$ cat src/rtl/vga_pkg.sv
// Shared definitions for the VGA PMOD output stage: timing defaults, PMOD bit map, lock states.
package vga_pkg;

  localparam int unsigned H_TOTAL_DEF     = 800;
  localparam int unsigned V_TOTAL_DEF     = 525;
  localparam int unsigned LOCK_FRAMES_DEF = 2;
  localparam int unsigned FG_SHIFT_DEF    = 6;
  localparam int unsigned PIX_DELAY_DEF   = 1;
  localparam int unsigned METER_W         = 10;

  // TinyVGA PMOD byte: {hsync,B0,G0,R0,vsync,B1,G1,R1}
  localparam int unsigned PMOD_HSYNC = 7;
  localparam int unsigned PMOD_B0    = 6;
  localparam int unsigned PMOD_G0    = 5;
  localparam int unsigned PMOD_R0    = 4;
  localparam int unsigned PMOD_VSYNC = 3;
  localparam int unsigned PMOD_B1    = 2;
  localparam int unsigned PMOD_G1    = 1;
  localparam int unsigned PMOD_R1    = 0;

  typedef enum logic [1:0] {
    SEARCH,
    CHECK,
    LOCKED
  } lock_state_t;

endpackage

$ cat src/rtl/sync_period_meter.sv
// Measures ticks between falling edges of an active-low sync and flags whether each
// period equals TOTAL. The first falling edge only arms the meter.
module sync_period_meter import vga_pkg::*; #(
  parameter int unsigned TOTAL = H_TOTAL_DEF,
  parameter int unsigned CNT_W = METER_W
) (
  input  logic clk,
  input  logic rst,
  input  logic sync_in,
  input  logic tick,
  output logic fall_c,
  output logic event_c,
  output logic ok_c
);

  localparam logic [CNT_W-1:0] CNT_MAX = '1;

  logic             prev;
  logic             armed;
  logic [CNT_W-1:0] count;
  logic [CNT_W-1:0] count_inc_c;

  // A tick coincident with the edge belongs to the period that edge closes
  always_comb begin
    count_inc_c = count;
    if (tick && (count != CNT_MAX)) begin
      count_inc_c = count + CNT_W'(1);
    end
  end

  assign fall_c  = prev & ~sync_in;
  assign event_c = fall_c & armed;
  assign ok_c    = event_c & (count_inc_c == CNT_W'(TOTAL));

  always_ff @(posedge clk or posedge rst) begin
    if (rst) begin
      prev  <= 1'b1;
      armed <= 1'b0;
      count <= '0;
    end else begin
      prev <= sync_in;
      if (fall_c) begin
        armed <= 1'b1;
        count <= '0;
      end else begin
        count <= count_inc_c;
      end
    end
  end

endmodule

$ cat src/rtl/vga_pmod_out.sv
// Output stage after the text renderer: realigns pixel to syncs, checks 800x525 timing
// with a lock FSM, and drives the TinyVGA PMOD byte with a frame-cycled foreground.
module vga_pmod_out import vga_pkg::*; #(
  parameter int unsigned H_TOTAL     = H_TOTAL_DEF,
  parameter int unsigned V_TOTAL     = V_TOTAL_DEF,
  parameter int unsigned LOCK_FRAMES = LOCK_FRAMES_DEF,
  parameter int unsigned FG_SHIFT    = FG_SHIFT_DEF,
  parameter int unsigned PIX_DELAY   = PIX_DELAY_DEF
) (
  input  logic       clk,
  input  logic       rst,
  input  logic       hsync_in,
  input  logic       vsync_in,
  input  logic       pixel_in,
  output logic [7:0] uo_out,
  output logic       locked,
  output logic [7:0] frame_count
);

  localparam int unsigned         GOOD_W    = $clog2(LOCK_FRAMES + 1);
  localparam logic [GOOD_W-1:0]   GOOD_LAST = GOOD_W'(LOCK_FRAMES - 1);

  logic h_fall_c, h_event_c, h_ok_c;
  logic v_fall_c, v_event_c, v_ok_c;

  lock_state_t       state, state_next;
  logic [GOOD_W-1:0] good, good_next;
  logic [2:0]        fg;
  logic [PIX_DELAY-1:0] pix_pipe;
  logic [PIX_DELAY:0]   pix_shift_c;
  logic [2:0]        colour_c;
  logic [7:0]        uo_next_c;
  logic              bad_c;

  sync_period_meter #(.TOTAL(H_TOTAL), .CNT_W(METER_W)) u_h_meter (
    .clk     (clk),
    .rst     (rst),
    .sync_in (hsync_in),
    .tick    (1'b1),
    .fall_c  (h_fall_c),
    .event_c (h_event_c),
    .ok_c    (h_ok_c)
  );

  // Vertical period is measured in hsync falling edges
  sync_period_meter #(.TOTAL(V_TOTAL), .CNT_W(METER_W)) u_v_meter (
    .clk     (clk),
    .rst     (rst),
    .sync_in (vsync_in),
    .tick    (h_fall_c),
    .fall_c  (v_fall_c),
    .event_c (v_event_c),
    .ok_c    (v_ok_c)
  );

  assign bad_c = (h_event_c & ~h_ok_c) | (v_event_c & ~v_ok_c);

  // Lock FSM: a bad line or frame always clears the good-frame streak
  always_comb begin
    state_next = state;
    good_next  = good;
    case (state)
      SEARCH: begin
        if (v_fall_c) begin
          state_next = CHECK;
          good_next  = '0;
        end
      end
      CHECK: begin
        if (bad_c) begin
          good_next = '0;
        end else if (v_event_c) begin
          good_next = good + GOOD_W'(1);
          if (good == GOOD_LAST) begin
            state_next = LOCKED;
          end
        end
      end
      LOCKED: begin
        if (bad_c) begin
          state_next = CHECK;
          good_next  = '0;
        end
      end
      default: begin
        state_next = SEARCH;
        good_next  = '0;
      end
    endcase
  end

  always_ff @(posedge clk or posedge rst) begin
    if (rst) begin
      state  <= SEARCH;
      good   <= '0;
      locked <= 1'b0;
    end else begin
      state  <= state_next;
      good   <= good_next;
      locked <= (state_next == LOCKED);
    end
  end

  // Foreground index walks 1..7, stepping each 2**FG_SHIFT frames
  always_ff @(posedge clk or posedge rst) begin
    if (rst) begin
      frame_count <= 8'd0;
      fg          <= 3'd1;
    end else if (v_fall_c) begin
      frame_count <= frame_count + 8'd1;
      if (&frame_count[FG_SHIFT-1:0]) begin
        fg <= (fg == 3'd7) ? 3'd1 : fg + 3'd1;
      end
    end
  end

  assign pix_shift_c = {pix_pipe, pixel_in};

  always_comb begin
    colour_c  = (pix_shift_c[PIX_DELAY] && locked) ? fg : 3'd0;
    uo_next_c = '0;
    uo_next_c[PMOD_HSYNC] = hsync_in;
    uo_next_c[PMOD_VSYNC] = vsync_in;
    uo_next_c[PMOD_R0]    = colour_c[0];
    uo_next_c[PMOD_R1]    = colour_c[0];
    uo_next_c[PMOD_G0]    = colour_c[1];
    uo_next_c[PMOD_G1]    = colour_c[1];
    uo_next_c[PMOD_B0]    = colour_c[2];
    uo_next_c[PMOD_B1]    = colour_c[2];
  end

  always_ff @(posedge clk or posedge rst) begin
    if (rst) begin
      pix_pipe <= '0;
      uo_out   <= 8'h88;
    end else begin
      pix_pipe <= pix_shift_c[PIX_DELAY-1:0];
      uo_out   <= uo_next_c;
    end
  end

endmodule

$ cat config.mk
export PLATFORM = sky130hd
export DESIGN_NAME = vga_pmod_out
export DESIGN_NICKNAME = d
export VERILOG_FILES = /design/src/rtl/vga_pkg.sv /design/src/rtl/sync_period_meter.sv /design/src/rtl/vga_pmod_out.sv
export SDC_FILE = /design/constraint.sdc
export NUM_CORES = 1
export LEC_CHECK = 0
export ABC_AREA = 1
export CORE_ASPECT_RATIO = 0.75
export CORE_MARGIN = 8
export CORE_UTILIZATION = 30
export CTS_CLUSTER_DIAMETER = 60
export DETAILED_ROUTE_END_ITERATION = 7
export GPL_ROUTABILITY_DRIVEN = 0
export PLACE_DENSITY = 0.43
export REMOVE_ABC_BUFFERS = 1
export SLEW_MARGIN = 0
export SYNTH_ARGS = -nofsm -noshare
export SYNTH_HDL_FRONTEND = slang
export SYNTH_SLANG_ARGS = --single-unit
$ cat constraint.sdc
create_clock -name clk -period 2.2 [get_ports clk]
set_input_delay 0.22 -clock clk [delete_from_list [all_inputs] [get_ports clk]]
set_output_delay 0.22 -clock clk [all_outputs]
set_load 0.03 [all_outputs]
==> run summary, run 1 <==
outcome: finished clean
fmax: 490 MHz
Core Rows: 28
Ports: 22
initial antenna violation count: 0
DRT antenna net count: 0
GRT overflow: 0
# DRC: 0
Slew @ Worst Pin: 0.323 ns
Synth top area share: 42.8%
n_diodes: 0
CTS root buf: clkbuf_8
NumNets Final: 366
Setup CP Type: reg2reg
highest-delay cell along the critical path: dfrtp_1
HPWL after DPL: 3.83 mm
GRT Resource Usage Total: 10.1%
proportion of layout cells with a drive suffix above 1: 14.6%
number of global-route vias before repair: 1930
worst hold path class: in2async
Max Cap Viol: 0
period utilization: 92.7%
CTS Buf Count: 5
most used cell, CP: nand2_1
die footprint: 11100 µm²
headroom to the max-slew limit: 78.4%
Worst-Skew Late Latency: 0.30 ns
power per cell area: 804 nW/µm²
Clock Tree Buf Depth: 2
VDD IR max: 0.528 mV
DR iter-0 viols: 173
most frequent cells in the layout: 88 x nand2_1, 44 x inv_1, 41 x nor2_1, 41 x dfrtp_1, 27 x nand3_1
Pleak: 0.00151 µW
final number of max-transition violations: 0
WP data arrival: 2.23 ns
Post-Syn Area: 2400 µm²
CTS tree: built
Setup Skew: 0.00502 ns
Seq cells post-synth: 44
routed vias: 1999
routed wire length: 5.36 mm
setup TNS after final layout: 0 ns
average size of a mapped cell: 7.57 µm²
Util after Layout: 38.4%
Syn-to-layout area delta: 24.9%
port bufs: 21
Core ar.: 7810 µm²
startpoint class of the critical path: register
RR Startpoint: u_h_meter.count[1]$_DFF_PP0_
commonest non-fill, non-tap cell in the layout: nand2_1
final worst path period need: 2.04 ns
CP required: 2.39 ns
hold_ws: 0.263 ns
Die Ht: 93.5 µm
clock sinks: 44
Initial Util: 30.7%
first-pass GRT wire length: 9.15 mm
Die X: 119 µm
clock-pin slew on the worst setup and hold paths: 0.09 ns
Netlist cell types: 27
drt pass-1 iters: 5
top cells by area, synth: dfrtp_1 43%, nand2_1 14%, nor2_1 7.5%
final setup margin: 0.161 ns
Setup crit start: u_h_meter.count[1]$_DFF_PP0_
Slowest Stage Delay on Critical Path: 0.37 ns
CP Max Fanout: 6
worst path cell trace: ha_2, inv_1, nor2_2, nand3_4, buf_4, nand2_1, nand2_1, nor2_2, nand3_1, nand2_2, nand4_1, nand3_1, nand2_1
routed wire length per instance: 11.6 µm
area leader, netlist: dfrtp_1
cell count after synthesis: 317
largest net degree at the start of global routing: 45
Tot Pwr: 2410 µW
Placement Setup Slack: 0.0353 ns
final hold vios: 0
crit end category: register
final setup violation count: 0
post-synthesis sequential area ratio: 46.0%
Vias/cell: 4.34
synthesis warning total: 0
H-tree levels: 2
-- through the flow --
stage          instance area [µm²]  cells
4_1_cts                       2940    460
3_3_place_gp                  2830    452
3_5_place_dp                  2830    452
6_report                      3000    461
5_1_grt                       3000    461
2_1_floorplan                 2350    310
-- Yosys cell counts --
cell,instances
clkbuf_1,1
nand2_2,4
o21ai_0,9
xnor2_1,5
nor3_1,1
nor2_4,1
buf_2,1
nand3_2,2
nor2_1,48
and2_1,1
dfstp_2,3
a21oi_1,6
buf_4,5
xor2_1,6
nand3_1,28
inv_2,2
nand2_4,1
a21o_1,1
nand4_1,7
inv_1,45
dfrtp_1,41
nor2_2,2
nand3b_1,1
nand3_4,1
nand2_1,88
ha_1,6
o21bai_1,1
-- worst max-delay path: cells and delay by family (launching register included) --
kind | cells | cell delay (ns)
adders and majority gates | 1 | 0.20
and+or+nand+nor | 10 | 1.15
DFF | 1 | 0.37
buffers and inverters | 2 | 0.22
-- repair_timing --
action	in CTS	in global routing
endpoints found under the hold margin	0	0
setup buffers	0	1
resized for setup	0	15
endpoints found under the setup margin	0	5
hold buffers	0	0
-- layout make-up --
cell class | instances | area [µm²]
Clock inverter | 3 | 46.3
Inverter | 47 | 176
Timing Repair Buffer | 38 | 350
Sequential cell | 44 | 1100
Fill cell | 829 | 4810
Multi-Input combinational cell | 219 | 1120
Tap cell | 105 | 131
Clock buffer | 5 | 68.8
-- report_power, final --
part	switching, µW	internal, µW	total, µW
clock	310	343	652
sequential	119	930	1050
combinational	402	307	709
-- state kept, by name, summed over array words and instances, names as in the netlist, 2 cells and up --
register,count
fg,3
u_v_meter.count,10
u_h_meter.count,10
uo_out,5
state,2
good,2
frame_count,8
-- kinds of logic (layout without fill, tap and decap cells) --
logic type,count (synthesis),after routing,synth area share (%)
AO/OA/AOI/OAI,17,17,3.75
XOR/XNOR,11,11,4.01
adder cells (fa/ha/maj),6,6,3.13
buffers and inverters,54,93,9.28
flip-flops,44,44,46.0
AND/OR/NAND/NOR,185,185,33.8
-- worst paths after layout --
path,endpoint,slack (ns),cells past startpoint
worst min-delay path,u_v_meter.count[7]$_DFF_PP0_,0.26,3
min in group clk,uo_out[7]$_DFF_PP1_,0.35,1
max in group asynchronous,fg[0]$_DFFE_PP1P_,1.66,3
worst max register to register,good[0]$_DFFE_PP0P_,0.16,13
worst max-delay path,good[0]$_DFFE_PP0P_,0.16,13
worst min register to register,u_h_meter.armed$_DFFE_PP0N_,0.46,2
-- routing by layer --
| layer | global-route usage [%] | wire, µm |
|---|---|---|
| met1 | 14.7 | 2900 |
| met5 | 0 | 0 |
| met2 | 13.8 | 2210 |
| met4 | 3.04 | 29 |
| met3 | 3.01 | 213 |
(Power assumes the default switching activity.)
==> inputs of run 2 (changes only) <==
--- a/config.mk
+++ b/config.mk
@@ -7,7 +7,7 @@
 export LEC_CHECK = 0
 export ABC_AREA = 1
 export CORE_ASPECT_RATIO = 0.75
-export CORE_MARGIN = 8
+export CORE_MARGIN = 2
 export CORE_UTILIZATION = 30
 export CTS_CLUSTER_DIAMETER = 60
 export DETAILED_ROUTE_END_ITERATION = 7
==> run summary, run 2 (same netlist as run 1, synthesis figures left out) <==
WP data arrival: 2.17 ns (-0.06 ns)
Syn-to-layout area delta: 25.8%
Post-Layout Cell Count: 461 (unchanged)
worst hold path class: in2async
startpoint class of the critical path: register
crit end category: register
most frequent cells in the layout: 86 x nand2_1, 47 x nor2_1, 44 x inv_1
area of the multi-input gates: 1120 µm² (unchanged)
# DRC: 0 (unchanged)
GRT overflow: 0 (unchanged)
Pleak: 0.00152 µW (+1.2%)
die footprint: 8740 µm² (-22%)
routed wire length: 5.12 mm (-4.4%)
Core Rows: 28 (unchanged)
Placement Setup Slack: 0.0495 ns (+0.0142 ns)
final setup margin: 0.220 ns (+0.0588 ns)
Max Cap Viol: 0 (unchanged)
Initial Util: 30.7% (unchanged)
routed wire length per instance: 11.1 µm (-4.4%)
CTS tree: built
clock-pin slew on the worst setup and hold paths: 0.09 ns (about the same)
Slew @ Worst Pin: 0.396 ns (+0.0730 ns)
number of global-route vias before repair: 1827 (-5.3%)
Ports: 22 (unchanged)
register area: 1100 µm² (unchanged)
final number of max-transition violations: 0 (unchanged)
first-pass GRT wire length: 8.72 mm (-4.7%)
# Post-CTS Setup Buffers: 0 (unchanged)
Vias/cell: 4.29 (-1.1%)
DP Cell Count: 454 (+0.44%)
top flop regs: u_h_meter.count: 10 flops, u_v_meter.count: 10 flops, frame_count: 8 flops
proportion of layout cells with a drive suffix above 1: 14.0% (-0.56 points)
largest net degree at the start of global routing: 29 (-36%)
final worst path period need: 1.98 ns (-0.0588 ns)
VDD IR max: 0.461 mV (-13%)
Clock Tree Buf Depth: 2 (unchanged)
NumNets Final: 367 (+0.27%)
Setup Skew: 0.00947 ns (+0.00446 ns)
drt pass-1 iters: 4 (-1)
H-tree levels: 2 (unchanged)
fmax: 505 MHz (+3.0%)
Core ar.: 7810 µm² (unchanged)
initial antenna violation count: 0 (unchanged)
commonest non-fill, non-tap cell in the layout: nand2_1
period utilization: 90.0% (-2.7 points)
CP Max Fanout: 8 (+2)
headroom to the max-slew limit: 73.6% (-4.8 points)
Setup CP Type: reg2reg
CTS Buf Count: 5 (unchanged)
Die X: 107 µm (-10%)
CTS root buf: clkbuf_8
outcome: finished clean
DR iter-0 viols: 152 (-12%)
DRT antenna net count: 0 (unchanged)
final hold vios: 0 (unchanged)
power per cell area: 817 nW/µm² (+1.6%)
clock sinks: 44 (unchanged)
final setup violation count: 0 (unchanged)
Die Ht: 81.5 µm (-13%)
HPWL after DPL: 3.85 mm (+0.29%)
CP required: 2.39 ns (about the same)
routed vias: 1978 (-1.1%)
GRT Resource Usage Total: 12.7% (+2.6 points)
port bufs: 21 (unchanged)
fillers: 818 (-1.3%)
Worst-Skew Late Latency: 0.30 ns (about the same)
n_diodes: 0 (unchanged)
run 2: metal layers:
layer  global-route usage [%]  routed length [µm]  up-vias
met2                     18.5                2020       30
met5                        0                   0        -
li1                         -                   -     1049
met3                     3.57                 192        4
met1                     18.7                2860      895
met4                     2.73                  40        0
run 2: what timing repair did:
item	CTS	global route
hold buffers	0	0
endpoints found under the setup margin	0	5
resized for setup	0	11
run 2: final timing paths:
kind / start / end / slack, ns / depth (start not counted)
max: u_v_meter.count[0]$_DFF_PP0_ / good[1]$_DFFE_PP0P_ / 0.22 / 16
min: rst / u_v_meter.count[7]$_DFF_PP0_ / 0.22 / 2
min reg2reg: u_h_meter.armed$_DFFE_PP0N_ / u_h_meter.armed$_DFFE_PP0N_ / 0.46 / 2
max reg2reg: u_v_meter.count[0]$_DFF_PP0_ / good[1]$_DFFE_PP0P_ / 0.22 / 16
max in group asynchronous: rst / fg[0]$_DFFE_PP1P_ / 1.43 / 3
min in group clk: vsync_in / uo_out[3]$_DFF_PP1_ / 0.36 / 1
run 2: power breakdown:
group          switching (µW)  internal [µW]  total (µW)
Clock                     274            447         722
Combinational             393            297         690
Sequential                124            930        1050
run 2: stage by stage:
| step | util, % | area (µm²) | setup TNS (ns) | total power (µW) | hold slack, ns |
|---|---|---|---|---|---|
| 6_report | 38.6 | 3020 | 0 | 2470 | 0.220 |
| 5_1_grt | 38.6 | 3020 | -0.00798 | 2640 | 0.251 |
| 4_1_cts | 38.0 | 2970 | 0 | 2480 | 0.234 |
| 3_5_place_dp | 36.4 | 2840 | 0 | 1740 | 0.442 |
| 3_3_place_gp | 36.4 | 2840 | 0 | 1750 | 0.437 |
| 2_1_floorplan | - | 2350 | 0 | 1480 | 0.224 |
run 2: cell type report:
class | count | area share (%)
Timing Repair Buffer | 39 | 11.9
Inverter | 47 | 5.84
Multi-Input combinational cell | 219 | 37.1
Tap cell | 105 | 4.35
Clock inverter | 2 | 1.99
Clock buffer | 5 | 2.28
Sequential cell | 44 | 36.6
run 2: critical path: stages, from the launching register on:
cell and delay (ns):
dfrtp_1 0.40, ha_4 0.17, nand2_2 0.06, nor2_4 0.11, nand3_4 0.13, nand2_4 0.11, inv_1 0.04, nand2_1 0.08
nand2_1 0.05, nor2_1 0.11, nand3_1 0.11, nand2_2 0.11, nand3_2 0.11, nand2_1 0.08, inv_1 0.05, nand3_1 0.06
nand2_1 0.06
